`src/rtl/regf_mp_pkg.sv`:
```
// Shared defaults for the multi-port integer register file of the RV32E NPC core.
package regf_mp_pkg;

  localparam int unsigned CPU_WIDTH = 32;
  localparam int unsigned REG_NUM   = 16;
  localparam int unsigned A0_IDX    = 10;

endpackage

```
`src/rtl/regf_mp_if.sv`:
```
// Issue/writeback bus of the register file: read ports, write ports and scoreboard set/clear.
interface regf_mp_if
  import regf_mp_pkg::*;
#(
  parameter int unsigned XLEN = CPU_WIDTH,
  parameter int unsigned NREG = REG_NUM,
  parameter int unsigned NRD  = 2,
  parameter int unsigned NWR  = 1
);
  localparam int unsigned AW = $clog2(NREG);

  logic [NWR-1:0]      wen;
  logic [NWR*AW-1:0]   waddr;
  logic [NWR*XLEN-1:0] wdata;
  logic [NRD*AW-1:0]   raddr;
  logic [NRD*XLEN-1:0] rdata;
  logic [NRD-1:0]      rbusy;
  logic                set_en;
  logic [AW-1:0]       set_addr;
  logic [NWR-1:0]      clr_mask;

  modport master (
    output wen, waddr, wdata, raddr, set_en, set_addr, clr_mask,
    input  rdata, rbusy
  );

  modport slave (
    input  wen, waddr, wdata, raddr, set_en, set_addr, clr_mask,
    output rdata, rbusy
  );

endinterface

```
`src/rtl/regf_mp_wr_arb.sv`:
```
// Write-port arbiter for one target register: highest enabled port index wins.
module regf_wr_arb #(
  parameter int unsigned XLEN = 32,
  parameter int unsigned AW   = 4,
  parameter int unsigned NWR  = 1
) (
  input  logic [AW-1:0]       tgt,
  input  logic [NWR-1:0]      wen,
  input  logic [NWR*AW-1:0]   waddr,
  input  logic [NWR*XLEN-1:0] wdata,
  output logic                hit,
  output logic [XLEN-1:0]     data
);

  always_comb begin
    hit  = 1'b0;
    data = '0;
    // Ascending scan: a later (higher) port overrides any earlier match.
    for (int unsigned p = 0; p < NWR; p++) begin
      if (wen[p] && (waddr[p*AW +: AW] == tgt) && (tgt != '0)) begin
        hit  = 1'b1;
        data = wdata[p*XLEN +: XLEN];
      end
    end
  end

endmodule

```
`src/rtl/stl_reg.sv`:
```
// Generic enabled register with asynchronous active-low reset.
module stl_reg #(
  parameter int unsigned     WIDTH     = 1,
  parameter logic [WIDTH-1:0] RESET_VAL = '0
) (
  input  logic             clk,
  input  logic             rst_n,
  input  logic             wen,
  input  logic [WIDTH-1:0] din,
  output logic [WIDTH-1:0] dout
);

  always_ff @(posedge clk or negedge rst_n) begin
    if (!rst_n) begin
      dout <= RESET_VAL;
    end else if (wen) begin
      dout <= din;
    end
  end

endmodule

```
`src/rtl/regf_mp.sv`:
```
// Multi-port register file with optional write-to-read bypass and a per-register busy scoreboard.
module regf_mp
  import regf_mp_pkg::*;
#(
  parameter int unsigned XLEN   = CPU_WIDTH,
  parameter int unsigned NREG   = REG_NUM,
  parameter int unsigned NRD    = 2,
  parameter int unsigned NWR    = 1,
  parameter bit          BYPASS = 1'b1
) (
  input  logic             clk,
  input  logic             rst,
  regf_mp_if.slave         bus,
  output logic [NREG-1:0]  busy_vec,
`ifdef SIMULATION
  output logic [NREG*XLEN-1:0] flat_rf,
`endif
  output logic             s_a0zero
);

  localparam int unsigned AW = $clog2(NREG);

  logic [XLEN-1:0] regs [NREG];
  logic [NREG-1:0] busy;

  assign regs[0] = '0;
  assign busy[0] = 1'b0;

  for (genvar r = 1; r < NREG; r++) begin : g_reg
    logic            wr_hit;
    logic [XLEN-1:0] wr_data;
    logic            set_hit;
    logic            clr_hit;

    regf_wr_arb #(
      .XLEN (XLEN),
      .AW   (AW),
      .NWR  (NWR)
    ) u_arb (
      .tgt   (AW'(r)),
      .wen   (bus.wen),
      .waddr (bus.waddr),
      .wdata (bus.wdata),
      .hit   (wr_hit),
      .data  (wr_data)
    );

    stl_reg #(
      .WIDTH (XLEN)
    ) u_data (
      .clk   (clk),
      .rst_n (rst),
      .wen   (wr_hit),
      .din   (wr_data),
      .dout  (regs[r])
    );

    assign set_hit = bus.set_en && (bus.set_addr == AW'(r));

    // Clear is honoured by every enabled port, including ones that lose the data arbitration.
    always_comb begin
      clr_hit = 1'b0;
      for (int unsigned p = 0; p < NWR; p++) begin
        if (bus.wen[p] && bus.clr_mask[p] && (bus.waddr[p*AW +: AW] == AW'(r))) begin
          clr_hit = 1'b1;
        end
      end
    end

    // Set takes priority: a new producer issued while the old one retires stays pending.
    stl_reg #(
      .WIDTH (1)
    ) u_busy (
      .clk   (clk),
      .rst_n (rst),
      .wen   (set_hit | clr_hit),
      .din   (set_hit),
      .dout  (busy[r])
    );
  end

  for (genvar i = 0; i < NRD; i++) begin : g_rd
    logic [AW-1:0]   ra;
    logic [XLEN-1:0] rd_sel;

    assign ra = bus.raddr[i*AW +: AW];

    if (BYPASS) begin : g_byp
      logic            byp_hit;
      logic [XLEN-1:0] byp_data;

      regf_wr_arb #(
        .XLEN (XLEN),
        .AW   (AW),
        .NWR  (NWR)
      ) u_byp_arb (
        .tgt   (ra),
        .wen   (bus.wen),
        .waddr (bus.waddr),
        .wdata (bus.wdata),
        .hit   (byp_hit),
        .data  (byp_data)
      );

      // Forwarding is suppressed under reset, since the write will be discarded.
      assign rd_sel = (byp_hit && rst) ? byp_data : regs[ra];
    end else begin : g_nobyp
      assign rd_sel = regs[ra];
    end

    assign bus.rdata[i*XLEN +: XLEN] = (ra == '0) ? '0 : rd_sel;
    assign bus.rbusy[i]              = busy[ra];
  end

  assign busy_vec = busy;

`ifdef SIMULATION
  for (genvar r = 0; r < NREG; r++) begin : g_flat
    assign flat_rf[r*XLEN +: XLEN] = regs[r];
  end
`endif

  if (NREG > A0_IDX) begin : g_a0
    assign s_a0zero = ~|regs[A0_IDX];
  end else begin : g_no_a0
    assign s_a0zero = 1'b1;
  end

endmodule

```
`src/flat_wrapper.sv`:
```
// flat-port wrapper written by rule: the top's interface ports become plain ports
module regf_mp_flat import regf_mp_pkg::*;
#(
  parameter int unsigned XLEN   = CPU_WIDTH,
  parameter int unsigned NREG   = REG_NUM,
  parameter int unsigned NRD    = 2,
  parameter int unsigned NWR    = 1,
  parameter bit          BYPASS = 1'b1
)
  (clk, rst, busy_vec, s_a0zero, bus_wen, bus_waddr, bus_wdata, bus_raddr, bus_set_en, bus_set_addr, bus_clr_mask, bus_rdata, bus_rbusy);
  regf_mp_if #(.XLEN(XLEN), .NREG(NREG), .NRD(NRD), .NWR(NWR)) bus_i ();
  input  logic clk;
  input  logic rst;
  output logic [NREG-1:0] busy_vec;
  output logic s_a0zero;
  input wire logic [$bits(bus_i.wen)-1:0] bus_wen;
  input wire logic [$bits(bus_i.waddr)-1:0] bus_waddr;
  input wire logic [$bits(bus_i.wdata)-1:0] bus_wdata;
  input wire logic [$bits(bus_i.raddr)-1:0] bus_raddr;
  input wire logic [$bits(bus_i.set_en)-1:0] bus_set_en;
  input wire logic [$bits(bus_i.set_addr)-1:0] bus_set_addr;
  input wire logic [$bits(bus_i.clr_mask)-1:0] bus_clr_mask;
  output wire logic [$bits(bus_i.rdata)-1:0] bus_rdata;
  output wire logic [$bits(bus_i.rbusy)-1:0] bus_rbusy;
  assign bus_i.wen = bus_wen;
  assign bus_i.waddr = bus_waddr;
  assign bus_i.wdata = bus_wdata;
  assign bus_i.raddr = bus_raddr;
  assign bus_i.set_en = bus_set_en;
  assign bus_i.set_addr = bus_set_addr;
  assign bus_i.clr_mask = bus_clr_mask;
  assign bus_rdata = bus_i.rdata;
  assign bus_rbusy = bus_i.rbusy;
  regf_mp #(.XLEN(XLEN), .NREG(NREG), .NRD(NRD), .NWR(NWR), .BYPASS(BYPASS)) u_core (.clk(clk), .rst(rst), .bus(bus_i), .busy_vec(busy_vec), .s_a0zero(s_a0zero));
endmodule
```
`config.mk`:
```
export PLATFORM = sky130hd
export DESIGN_NAME = regf_mp_flat
export DESIGN_NICKNAME = d
export VERILOG_FILES = /design/src/rtl/regf_mp_pkg.sv /design/src/rtl/regf_mp_if.sv /design/src/rtl/regf_mp_wr_arb.sv /design/src/rtl/stl_reg.sv /design/src/rtl/regf_mp.sv /design/src/flat_wrapper.sv
export SDC_FILE = /design/constraint.sdc
export NUM_CORES = 1
export LEC_CHECK = 0
export BUFFER_PORTS_ARGS = -buffer_cell sky130_fd_sc_hd__buf_2
export CORE_MARGIN = 2
export CORE_UTILIZATION = 27
export DETAILED_ROUTE_END_ITERATION = 10
export PLACE_DENSITY = 0.52
export SYNTH_ARGS = -nofsm -noshare
export SYNTH_HDL_FRONTEND = slang
export SYNTH_HIERARCHICAL = 1
export SYNTH_SLANG_ARGS = --single-unit
```
`constraint.sdc`:
```
create_clock -name clk -period 7.39 [get_ports clk]
set_clock_uncertainty 0.2 [all_clocks]
set_input_delay 1.1085 -clock clk [delete_from_list [all_inputs] [get_ports clk]]
set_output_delay 1.1085 -clock clk [all_outputs]
set_load 0.01 [all_outputs]
```
==> flow_summary.yaml <==
run_status:
  status: "complete, no violations"
yosys:
  synth_edf_count: 0
  async_flop_share_pct: 100
  syn_avg_cell_area_um2: 11.4
  synth.ff_latch_count: 495
  synth_area_leader_cell: "dfrtp_1"
  ys.flop_type: "dfrtp_1"
  yosys-top-cells-area: "dfrtp_1 (31%), mux2_4 (18%), nor3_2 (8.2%)"
  synth_warnings: 6
  syn_inst: 3452
  synthAdderAreaFrac_pct: 0
  ys_seq_area_share_pct: 31.5
  synth-xor-area-share_pct: 1.13
  synth_top_family_by_area: "multiplexers"
  yosys.area_share.simple_pct: 17.0
  syn_area_um2: 39400
  synth_compound_area_share_pct: 5.86
  synth_top_area_share_pct: 31.5
  yosys-mux-area-fraction_pct: 31.6
  synth_cell_type_count: 45
power_and_ir_drop:
  cellLeakagePower_uw: 0.0193
  powerDensity_nw_per_um2: 172
  irDropWorstVdd_mv: 0.192
  report.power.total_uw: 7370
route:
  route.met2.wl_mm: 62.0
  wl_met3_mm: 11.1
  ant_nets: 0
  drtIter0Drc: 2545
  first_pass_iters: 6
  wl_met1_mm: 62.7
  highest_layer: "met5"
  drc: 0
  via_per_inst: 5.09
  routedWlPerCell_um: 25.4
  vias: 27946
  wirelength_mm: 139
worst_setup_path:
  worstPathArrival_ps: 4450
  worstSetupPathType: "input port to primary output"
  reg2reg_from: "u_core/g_reg[10].u_data/dout[15]$_DFFE_PN0P_"
  crit_family: "compound AO/OA/AOI/OAI gates"
  critPathMaxStageDelay_ps: 920
  crit_chain: "buf_2 -> xnor2_1 -> o2111ai_4 -> buf_4 -> nor2_2 -> nand2_1 -> buf_4 -> a21oi_4 -> a31oi_1 -> o21ai_0 -> buf_2"
  critPathLaunch: "bus_waddr[1]"
  reg2reg_to: "u_core/g_reg[10].u_data/dout[15]$_DFFE_PN0P_"
  crit_buf_inv: 4
  slowest_stage: "o21ai_0"
  cp_max_fo: 33
  start_kind: "input port"
  cp-end-kind: "primary output"
  cp.required_ps: 6080
  r2r_slack_ps: 6310
  reg2reg_depth: 1
floorplan:
  dieWidth_um: 386
  row_count: 140
  die_h_um: 386
  initial_core_util_pct: 27.1
  die_area_um2: 149000
  core_area_um2: 145000
  io_pins: 136
timing:
  relSlewSlack_pct: 13.1
  final_max_slew_viol_count: 0
  post-route-min-period_ps: 5760
  hold_violations: 0
  setup_viol: 0
  rsz0062_at_grt: "false"
  worst_pin_slew_ps: 1300
  fin_crit_sh_pct: 78.0
  fmax_mhz: 174
  setup_tns_ps: 0
cells_and_area:
  multi_input_area_um2: 22700
  nFillCells: 14848
  drive_gt1_share_pct: 40.3
  ff_latch_area_um2: 12400
  syn_to_final_growth_pct: 9.01
  final_nets: 3576
grt:
  grt_overflow: 0
  grt_pass1_wl_mm: 205
  grt_max_degree: 86
  grtUsageTotal_pct: 18.4
  antenna_found_initial: 12
  grt_pass1_vias: 28159
cts:
  tritoncts: "yes"
  h-tree-depth: 2
  clockBufferDepth: 3
  path_clk_slew_ps: 60
  clk_latency_ps: 660
  cts.repair.resized: 0
  postCtsSetupBuffers: 0
  cts_hold_buf: 0
  clock-sinks: 495
  root_buffer: "clkbuf_16"
  cts_buffers: 57
place:
  place.gp.congestion: 0.884
  hpwlAfterDp_mm: 90.5
  io_buffers: 134
flow_run:
  maxCapViolCount: 0
hold_path:
  hold_class: "input port to asynchronous set/reset pin"
cell type report:
class	count	share of cell area, %
Antenna cell	2	0.0117
Clock buffer	85	3.96
Clock inverter	18	0.577
Inverter	563	4.92
Multi-Input combinational cell	2187	52.8
Sequential cell	495	28.9
Tap cell	1917	5.59
Timing Repair Buffer	219	3.25
state kept, by name, indices dropped and copies added, names as in the netlist:
name	cells
u_core/g.u_busy/dout	15
u_core/g.u_data/dout	480
report_power, final:
group	switching, uW	leakage (uW)	total (uW)	internal, uW
Combinational	969	0.0115	1450	483
Clock	1310	0.000962	3040	1730
Sequential	79.4	0.00689	2880	2800
layer usage:
layer / up-vias / track usage (%)
met2: 992 / 28.2
met4: 10 / 4.65
met3: 196 / 4.81
met5: - / 0
li1: 12169 / -
met1: 14579 / 25.7
through the flow:
step | cell area (um^2) | worst slack, ps | hold slack [ps] | utilization (%) | std cells
floorplan | 39700 | 2800 | 292 | - | 3541
global placement | 41000 | 1870 | 301 | 28.2 | 5381
detailed placement | 41000 | 1840 | 312 | 28.2 | 5381
CTS | 42900 | 1830 | 168 | 29.6 | 5484
global route | 42900 | 1460 | 192 | 29.6 | 5484
finish | 42900 | 1630 | 182 | 29.6 | 5486
cell usage after synthesis, drive strengths merged, types with 49 or more instances:
| master | instances |
|---|---|
| mux2 | 586 |
| inv | 563 |
| nor3 | 548 |
| dfrtp | 495 |
| buf | 228 |
| mux4 | 136 |
| nor2 | 124 |
| nand2b | 105 |
| mux2i | 103 |
| clkbuf | 68 |
| o21ai | 65 |
| a221o | 64 |
| a31oi | 64 |
| xnor2 | 51 |
| or4 | 49 |
layout by cell type (no fill, tap or decap), types with 57 or more instances in the layout:
cell	n
inv_1	563
mux2_4	465
mux4_2	136
dfrtp_1	495
conb_1	91
nand2b_1	105
nor3_2	323
nor2_1	104
buf_4	84
nor3_1	225
a31oi_1	64
a221o_1	64
clkbuf_16	57
mux2_2	121
mux2i_1	103
buf_2	127
worst max-delay path by stage:
stage                               end  slack (ps)  cells past startpoint
after floorplan           bus_rdata[49]        2800                     10
after global placement    bus_rdata[17]        1870                     11
after detailed placement  bus_rdata[17]        1840                     11
after CTS                 bus_rdata[17]        1830                     11
after global routing      bus_rdata[17]        1460                     11
final                     bus_rdata[17]        1630                     11
cell families (layout without fill, tap and decap cells):
kind of cell    after synthesis  in the layout
buf+inv                     859            885
compound gates              312            312
flops                       495            495
other cells                   2             93
xor+xnor                     51             51
simple gates                908            908
mux                         825            825
Note: power is estimated with default switching activity, not from simulation.
